## src/rtl/flux_cond_pkg.sv

```systemverilog
// Shared types and helpers for the flux input conditioner.
package flux_cond_pkg;

   // Qualification FSM states; exported on dbg_state for checkers.
   typedef enum logic [1:0] {
      ST_ARM     = 2'd0,
      ST_IDLE    = 2'd1,
      ST_MEASURE = 2'd2,
      ST_HOLDOFF = 2'd3
   } flux_state_t;

   localparam int EDGE_CNT_W = 32;
   localparam int STAT_CNT_W = 16;

   // Increment that sticks at all-ones instead of wrapping.
   function automatic logic [STAT_CNT_W-1:0] sat_inc(input logic [STAT_CNT_W-1:0] v);
      return (v == {STAT_CNT_W{1'b1}}) ? v : v + STAT_CNT_W'(1);
   endfunction

endpackage

```

## src/rtl/sync_ff.sv

```systemverilog
// Multi-stage synchroniser for an async, idle-high pin. Resets to 1 so an
// idle line never looks like a pulse coming out of reset.
module sync_ff #(
   parameter int STAGES = 2
) (
   input  logic clk,
   input  logic rst_n,
   input  logic d_i,
   output logic q_o
);

   logic [STAGES-1:0] sync_q;

   // Shift the raw pin through the flop chain.
   always_ff @(posedge clk or negedge rst_n) begin
      if (!rst_n) sync_q <= '1;
      else        sync_q <= {sync_q[STAGES-2:0], d_i};
   end

   assign q_o = sync_q[STAGES-1];

endmodule

```

## src/rtl/flux_input_conditioner.sv

```systemverilog
// Flux/index front end: synchronises RDATA and INDEX, qualifies flux pulses
// by minimum width with a post-accept holdoff, toggles flux_out per accepted
// pulse, debounces INDEX and keeps statistics counters.
module flux_input_conditioner
   import flux_cond_pkg::*;
#(
   parameter int SYNC_STAGES = 2,
   parameter int FILT_W      = 4,
   parameter int HOLDOFF_W   = 8,
   parameter int IDX_DEB_W   = 16
) (
   input  logic                  clk,
   input  logic                  rst_n,
   input  logic                  rdata_n_in,
   input  logic                  index_n_in,
   input  logic                  cfg_enable,
   input  logic                  cfg_invert,
   input  logic [FILT_W-1:0]     cfg_min_width,
   input  logic [HOLDOFF_W-1:0]  cfg_holdoff,
   input  logic [IDX_DEB_W-1:0]  cfg_idx_debounce,
   input  logic                  stat_clear,
   output logic                  flux_out,
   output logic                  flux_pulse,
   output logic                  index_out,
   output logic                  index_pulse,
   output logic [EDGE_CNT_W-1:0] flux_edges,
   output logic [STAT_CNT_W-1:0] glitch_cnt,
   output logic [STAT_CNT_W-1:0] reject_cnt,
   output flux_state_t           dbg_state
);

   logic sync_rdata;
   logic sync_index;

   sync_ff #(.STAGES(SYNC_STAGES)) u_sync_rdata (
      .clk   (clk),
      .rst_n (rst_n),
      .d_i   (rdata_n_in),
      .q_o   (sync_rdata)
   );

   sync_ff #(.STAGES(SYNC_STAGES)) u_sync_index (
      .clk   (clk),
      .rst_n (rst_n),
      .d_i   (index_n_in),
      .q_o   (sync_index)
   );

   // ---------------- flux qualification ----------------
   flux_state_t           state_q;
   logic                  act;
   logic                  act_prev_q;
   logic [FILT_W-1:0]     w_q;
   logic [HOLDOFF_W-1:0]  hold_q;
   logic                  flux_out_q;
   logic                  flux_pulse_q;
   logic [EDGE_CNT_W-1:0] flux_edges_q;
   logic [STAT_CNT_W-1:0] glitch_q;
   logic [STAT_CNT_W-1:0] reject_q;

   logic [FILT_W:0]       min_eff;
   logic [FILT_W:0]       w_inc;
   logic                  accept_now;

   assign act     = cfg_invert ? sync_rdata : ~sync_rdata;
   assign min_eff = (cfg_min_width == '0) ? (FILT_W+1)'(1) : {1'b0, cfg_min_width};
   assign w_inc   = {1'b0, w_q} + (FILT_W+1)'(1);

   // A pulse qualifies on the cycle its active width reaches the minimum.
   always_comb begin
      accept_now = 1'b0;
      if (cfg_enable && act) begin
         if (state_q == ST_IDLE)    accept_now = (min_eff == (FILT_W+1)'(1));
         if (state_q == ST_MEASURE) accept_now = (w_inc >= min_eff);
      end
   end

   // Qualification FSM plus the flux statistics it drives; clear beats increment.
   always_ff @(posedge clk or negedge rst_n) begin
      if (!rst_n) begin
         state_q      <= ST_ARM;
         act_prev_q   <= 1'b0;
         w_q          <= '0;
         hold_q       <= '0;
         flux_out_q   <= 1'b0;
         flux_pulse_q <= 1'b0;
         flux_edges_q <= '0;
         glitch_q     <= '0;
         reject_q     <= '0;
      end else begin
         flux_pulse_q <= 1'b0;
         act_prev_q   <= act;
         if (!cfg_enable) begin
            state_q <= ST_ARM;
         end else if (accept_now) begin
            flux_pulse_q <= 1'b1;
            flux_out_q   <= ~flux_out_q;
            flux_edges_q <= flux_edges_q + EDGE_CNT_W'(1);
            hold_q       <= cfg_holdoff;
            state_q      <= ST_HOLDOFF;
         end else begin
            case (state_q)
               ST_ARM: begin
                  // Wait for an inactive line so a pulse in progress is never counted.
                  if (!act) state_q <= ST_IDLE;
               end
               ST_IDLE: begin
                  if (act) begin
                     w_q     <= FILT_W'(1);
                     state_q <= ST_MEASURE;
                  end
               end
               ST_MEASURE: begin
                  if (act) begin
                     w_q <= w_inc[FILT_W-1:0];
                  end else begin
                     glitch_q <= sat_inc(glitch_q);
                     state_q  <= ST_IDLE;
                  end
               end
               ST_HOLDOFF: begin
                  if (hold_q != '0) hold_q <= hold_q - HOLDOFF_W'(1);
                  if (act && !act_prev_q) reject_q <= sat_inc(reject_q);
                  // A long pulse keeps us here until it releases, so it counts once.
                  if (hold_q == '0 && !act) state_q <= ST_IDLE;
               end
               default: state_q <= ST_ARM;
            endcase
         end
         if (stat_clear) begin
            flux_edges_q <= '0;
            glitch_q     <= '0;
            reject_q     <= '0;
         end
      end
   end

   // ---------------- index debounce ----------------
   logic                 idx_lvl;
   logic                 index_out_q;
   logic                 index_pulse_q;
   logic [IDX_DEB_W-1:0] idx_cnt_q;
   logic [IDX_DEB_W:0]   deb_eff;
   logic [IDX_DEB_W:0]   idx_inc;

   assign idx_lvl = ~sync_index;
   assign deb_eff = (cfg_idx_debounce == '0) ? (IDX_DEB_W+1)'(1) : {1'b0, cfg_idx_debounce};
   assign idx_inc = {1'b0, idx_cnt_q} + (IDX_DEB_W+1)'(1);

   // Adopt a new index level only after it has held for the debounce time.
   always_ff @(posedge clk or negedge rst_n) begin
      if (!rst_n) begin
         index_out_q   <= 1'b0;
         index_pulse_q <= 1'b0;
         idx_cnt_q     <= '0;
      end else begin
         index_pulse_q <= 1'b0;
         if (idx_lvl == index_out_q) begin
            idx_cnt_q <= '0;
         end else if (idx_inc >= deb_eff) begin
            index_out_q   <= idx_lvl;
            index_pulse_q <= idx_lvl;
            idx_cnt_q     <= '0;
         end else begin
            idx_cnt_q <= idx_inc[IDX_DEB_W-1:0];
         end
      end
   end

   assign flux_out    = flux_out_q;
   assign flux_pulse  = flux_pulse_q;
   assign flux_edges  = flux_edges_q;
   assign glitch_cnt  = glitch_q;
   assign reject_cnt  = reject_q;
   assign index_out   = index_out_q;
   assign index_pulse = index_pulse_q;
   assign dbg_state   = state_q;

endmodule

```

## config.mk

```make
export PLATFORM = sky130hd
export DESIGN_NAME = flux_input_conditioner
export DESIGN_NICKNAME = d
export VERILOG_FILES = /design/src/rtl/flux_cond_pkg.sv /design/src/rtl/sync_ff.sv /design/src/rtl/flux_input_conditioner.sv
export SDC_FILE = /design/constraint.sdc
export NUM_CORES = 1
export LEC_CHECK = 0
export CAP_MARGIN = 30
export CORE_MARGIN = 5
export CORE_UTILIZATION = 29
export DETAILED_ROUTE_END_ITERATION = 12
export DONT_BUFFER_PORTS = 1
export HOLD_SLACK_MARGIN = 0.03
export PLACE_DENSITY_LB_ADDON = 0.12
export SLEW_MARGIN = 15
export SYNTH_ARGS = -nofsm -noshare
export SYNTH_HDL_FRONTEND = slang
export SYNTH_SLANG_ARGS = --single-unit
```

## constraint.sdc

```tcl
create_clock -name clk -period 7.45 [get_ports clk]
set_clock_uncertainty 0.1 [all_clocks]
set_input_delay 1.49 -clock clk [delete_from_list [all_inputs] [get_ports clk]]
set_output_delay 1.49 -clock clk [all_outputs]
set_load 0.01 [all_outputs]
```

==> flow_summary_export.csv <==
group,metric,value,unit
logic_synthesis,syn_area_per_cell,9.53,sq um
pwr,vdd_ir_drop_max,0.000142,V
layout,layout.cells.non_filler,883,
floorplanning,dieHeight,153,um
layout,insertedDiodeCount,0,
layout,layout.nets,674,
layout,nFillCells,2077,
placed_design,dp.cells,866,
drt,via_per_inst,5.10,
pwr,p_per_area,222,nW/um^2
cts,cts-buffers-inserted,9,
logic_synthesis,synth.top_cell.area_share,0.420,
placed_design,portBuffers,0,
cts,post_cts.repair.setup_buffers,0,
logic_synthesis,syn_nets,685,
logic_synthesis,ys_types,63,
timing,hold_violations,0,
cts,htreeDepth,3,
logic_synthesis,synth.area.top_cells,"dfrtp_1 (42%), xnor2_1 (7.3%), ha_1 (6.6%), nor2_1 (4.1%), nand3_1 (2.7%)",
global_route,track_usage,0.129,
setup_path,cp_slowest_cell,"buf_4",
logic_synthesis,synthFlopType,"dfrtp_1",
global_route,grt-ovfl-total,0,
drt,route.detailed.drc,0,
logic_synthesis,syn_area,5900,sq um
timing,rsz0062_at_grt,"no",
pwr,p_leak,2.72,nW
drt,vias,4502,
pwr,power_frac_clock,0.412,
setup_path,r2r_start,"idx_cnt_q[0]$_DFF_PN0_",
pwr,p_comb_frac,0.146,
drt,wl_per_cell,17.1,um
setup_path,cp-end-kind,"flop",
placed_design,dpl.hpwl,10500,um
logic_synthesis,synth_seq_area_share,0.438,
drt,drt_iter0_markers,215,
logic_synthesis,synth-async-reset-ratio,1.00,
global_route,globalRouteMet3Util,0.0409,
floorplanning,start_util,0.293,
layout,area_growth,10.8,%
timing,maxSlewViolCount,0,
logic_synthesis,synth_edf_count,0,
setup_path,critPathTopFamily,"simple AND/OR/NAND/NOR gates",
status,outcome,"completed",
pwr,p_total,1.45,mW
floorplanning,core-area,20100,sq um
setup_path,crit_start,"cfg_min_width[2]",
logic_synthesis,ys_seq_elements,103,
setup_path,cp.arrival,4000,ps
pwr,power_switching,0.392,mW
timing,fin_ws,3570,ps
global_route,grt_pass1_wl,24900,um
layout,regArea,2580,sq um
layout,layout_common_cells,"dfrtp_1 (99), nor2_1 (65), xnor2_1 (49)",
setup_path,timing.critical_path.buf_inv,2,
setup_path,path_class,"in2reg",
logic_synthesis,yosys_warnings,0,
min_path,hp-class,"reg2reg",
logic_synthesis,synth_top_area_cell,"dfrtp_1",
setup_path,critPathRequiredTime,7570,ps
timing,setup_violations,0,
layout,drive_gt1_frac,0.0750,
placed_design,gp_congestion,0.783,
global_route,grt_pass1_vias,4602,
layout,multi_input_area,3080,sq um
floorplanning,num_rows,52,
floorplanning,io_pins,105,
floorplanning,die_w,153,um
cts,clkTransAtPathRegs,80,ps
timing,slew_headroom,0.475,
floorplanning,die_area,23300,sq um
global_route,antenna_found_initial,0,
cts,ctsResizeCount,0,
timing,period_minus_slack,3880,ps
setup_path,critPathMaxStageDelay,380,ps
setup_path,crit_path_start_kind,"input pin",
cts,cts_tree,"built",
run,cap_viol_max_count,0,
drt,totalWireLength,15100,um
timing,post-route-period-util,0.520,
pwr,seqPwrFrac,0.442,
global_route,grt_max_degree,104,
pwr,switching_share,0.270,
setup_path,crit_chain,"nor3_2, or2_2, ha_1, nand2b_1, a211oi_1, o21a_1, buf_4, o21ai_2, buf_6, nor3_1, mux2_2",
cts,cts_hold_buf,0,
logic_synthesis,synthCells,619,
placed_design,dpl_worst_slack,3110,ps
cts,insertion_delay,340,ps
min_path,hold_start,"u_sync_index.sync_q[0]$_DFF_PN1_",
drt,first_pass_iters,4,
timing,hold-worst-slack,264,ps
global_route,grt_use_met2,0.216,
global_route,busiest_layer,"met2",
timing,tns,0,ps
pwr,internal_power,1.06,mW
setup_path,cp_max_fo,33,
global_route,gr-usage-met1,0.162,
timing,worst_pin_slew,787,ps
cts,cts_sinks,103,
drt,antenna_left,0,
cts,clockBufferDepth,2,
layout,final_common_cell,"dfrtp_1",
cts,cts_root_buf,"clkbuf_16",
timing,clock.fmax,0.258,GHz
[power by group through the flow]
stage / Combinational [mW] / Sequential, mW / Clock, mW
2_1_floorplan: 0.170 / 0.642 / 0
3_3_place_gp: 0.203 / 0.652 / 0
3_5_place_dp: 0.213 / 0.653 / 0
4_1_cts: 0.215 / 0.642 / 0.621
5_1_grt: 0.241 / 0.649 / 0.641
6_report: 0.212 / 0.641 / 0.599
[per-stage QoR]
step	util	cell area, sq um
6_report	0.325	6530
5_1_grt	0.325	6530
4_1_cts	0.324	6520
3_5_place_dp	0.306	6140
3_3_place_gp	0.305	6140
2_1_floorplan	-	5900
[worst paths after layout]
kind                                                    endpoint  slack (ps)  cells after the start
min in group asynchronous              reject_cnt[0]$_DFFE_PN0P_         730                      0
max in group asynchronous       u_sync_index.sync_q[1]$_DFF_PN1_        6270                      0
worst min register to register  u_sync_index.sync_q[1]$_DFF_PN1_         260                      0
worst max-delay path                   reject_cnt[5]$_DFFE_PN0P_        3570                     11
worst max register to register           idx_cnt_q[13]$_DFF_PN0_        4290                     11
worst min-delay path            u_sync_index.sync_q[1]$_DFF_PN1_         260                      0
[final cells by class]
cell class / instances / share of cell area
inverters: 29 / 0.0170
repair buffers: 5 / 0.00632
multi-input cells: 460 / 0.472
clock buffers: 10 / 0.0366
clock inverters: 6 / 0.0211
flip-flops and latches: 103 / 0.395
well taps: 270 / 0.0517
[registers in the layout, indices dropped and copies added, names as in the netlist]
register and flops:
flux_edges 32, glitch_cnt 16, idx_cnt_q 16, reject_cnt 16, hold_q 8, w_q 4
dbg_state 2, u_sync_index.sync_q 2, u_sync_rdata.sync_q 2, act_prev_q 1, flux_out 1, flux_pulse 1
index_out 1, index_pulse 1
[kinds of logic after synthesis]
kind of cell             synth area share
adder cells (fa/ha/maj)            0.0658
flip-flops                          0.438
XOR/XNOR                            0.101
multiplexers                       0.0106
AO/OA/AOI/OAI                      0.0825
buffers and inverters              0.0409
AND/OR/NAND/NOR                     0.262
[synthesized netlist by cell type, drive strengths merged, types with 2 or more instances]
cell    count
a22o        2
nor2b       5
inv        29
and2        3
o311ai      2
and3       21
nor3       22
dfrtp      99
nand3      32
nand2      39
buf         6
ha         31
a21o        2
mux2i       4
o31ai       6
nor2       65
xor2       18
nor4b       5
nand4      22
nor4       17
or3b        2
or2         2
mux2        2
or4         6
a211oi      2
nand2b      7
dfstp       4
xnor2      49
nor3b       5
a21oi      23
or3        10
o41ai       3
a31o        2
clkbuf     21
o21ai      25
o21bai      2
and4       11
[routing by layer]
layer	wire length (um)	share of wire	up-vias
li1	-	-	2174
met1	6680	0.44	2209
met2	7130	0.47	108
met3	1060	0.070	11
met4	195	0.013	0
met5	0	0	-
Note: power is estimated with default switching activity, not from simulation.
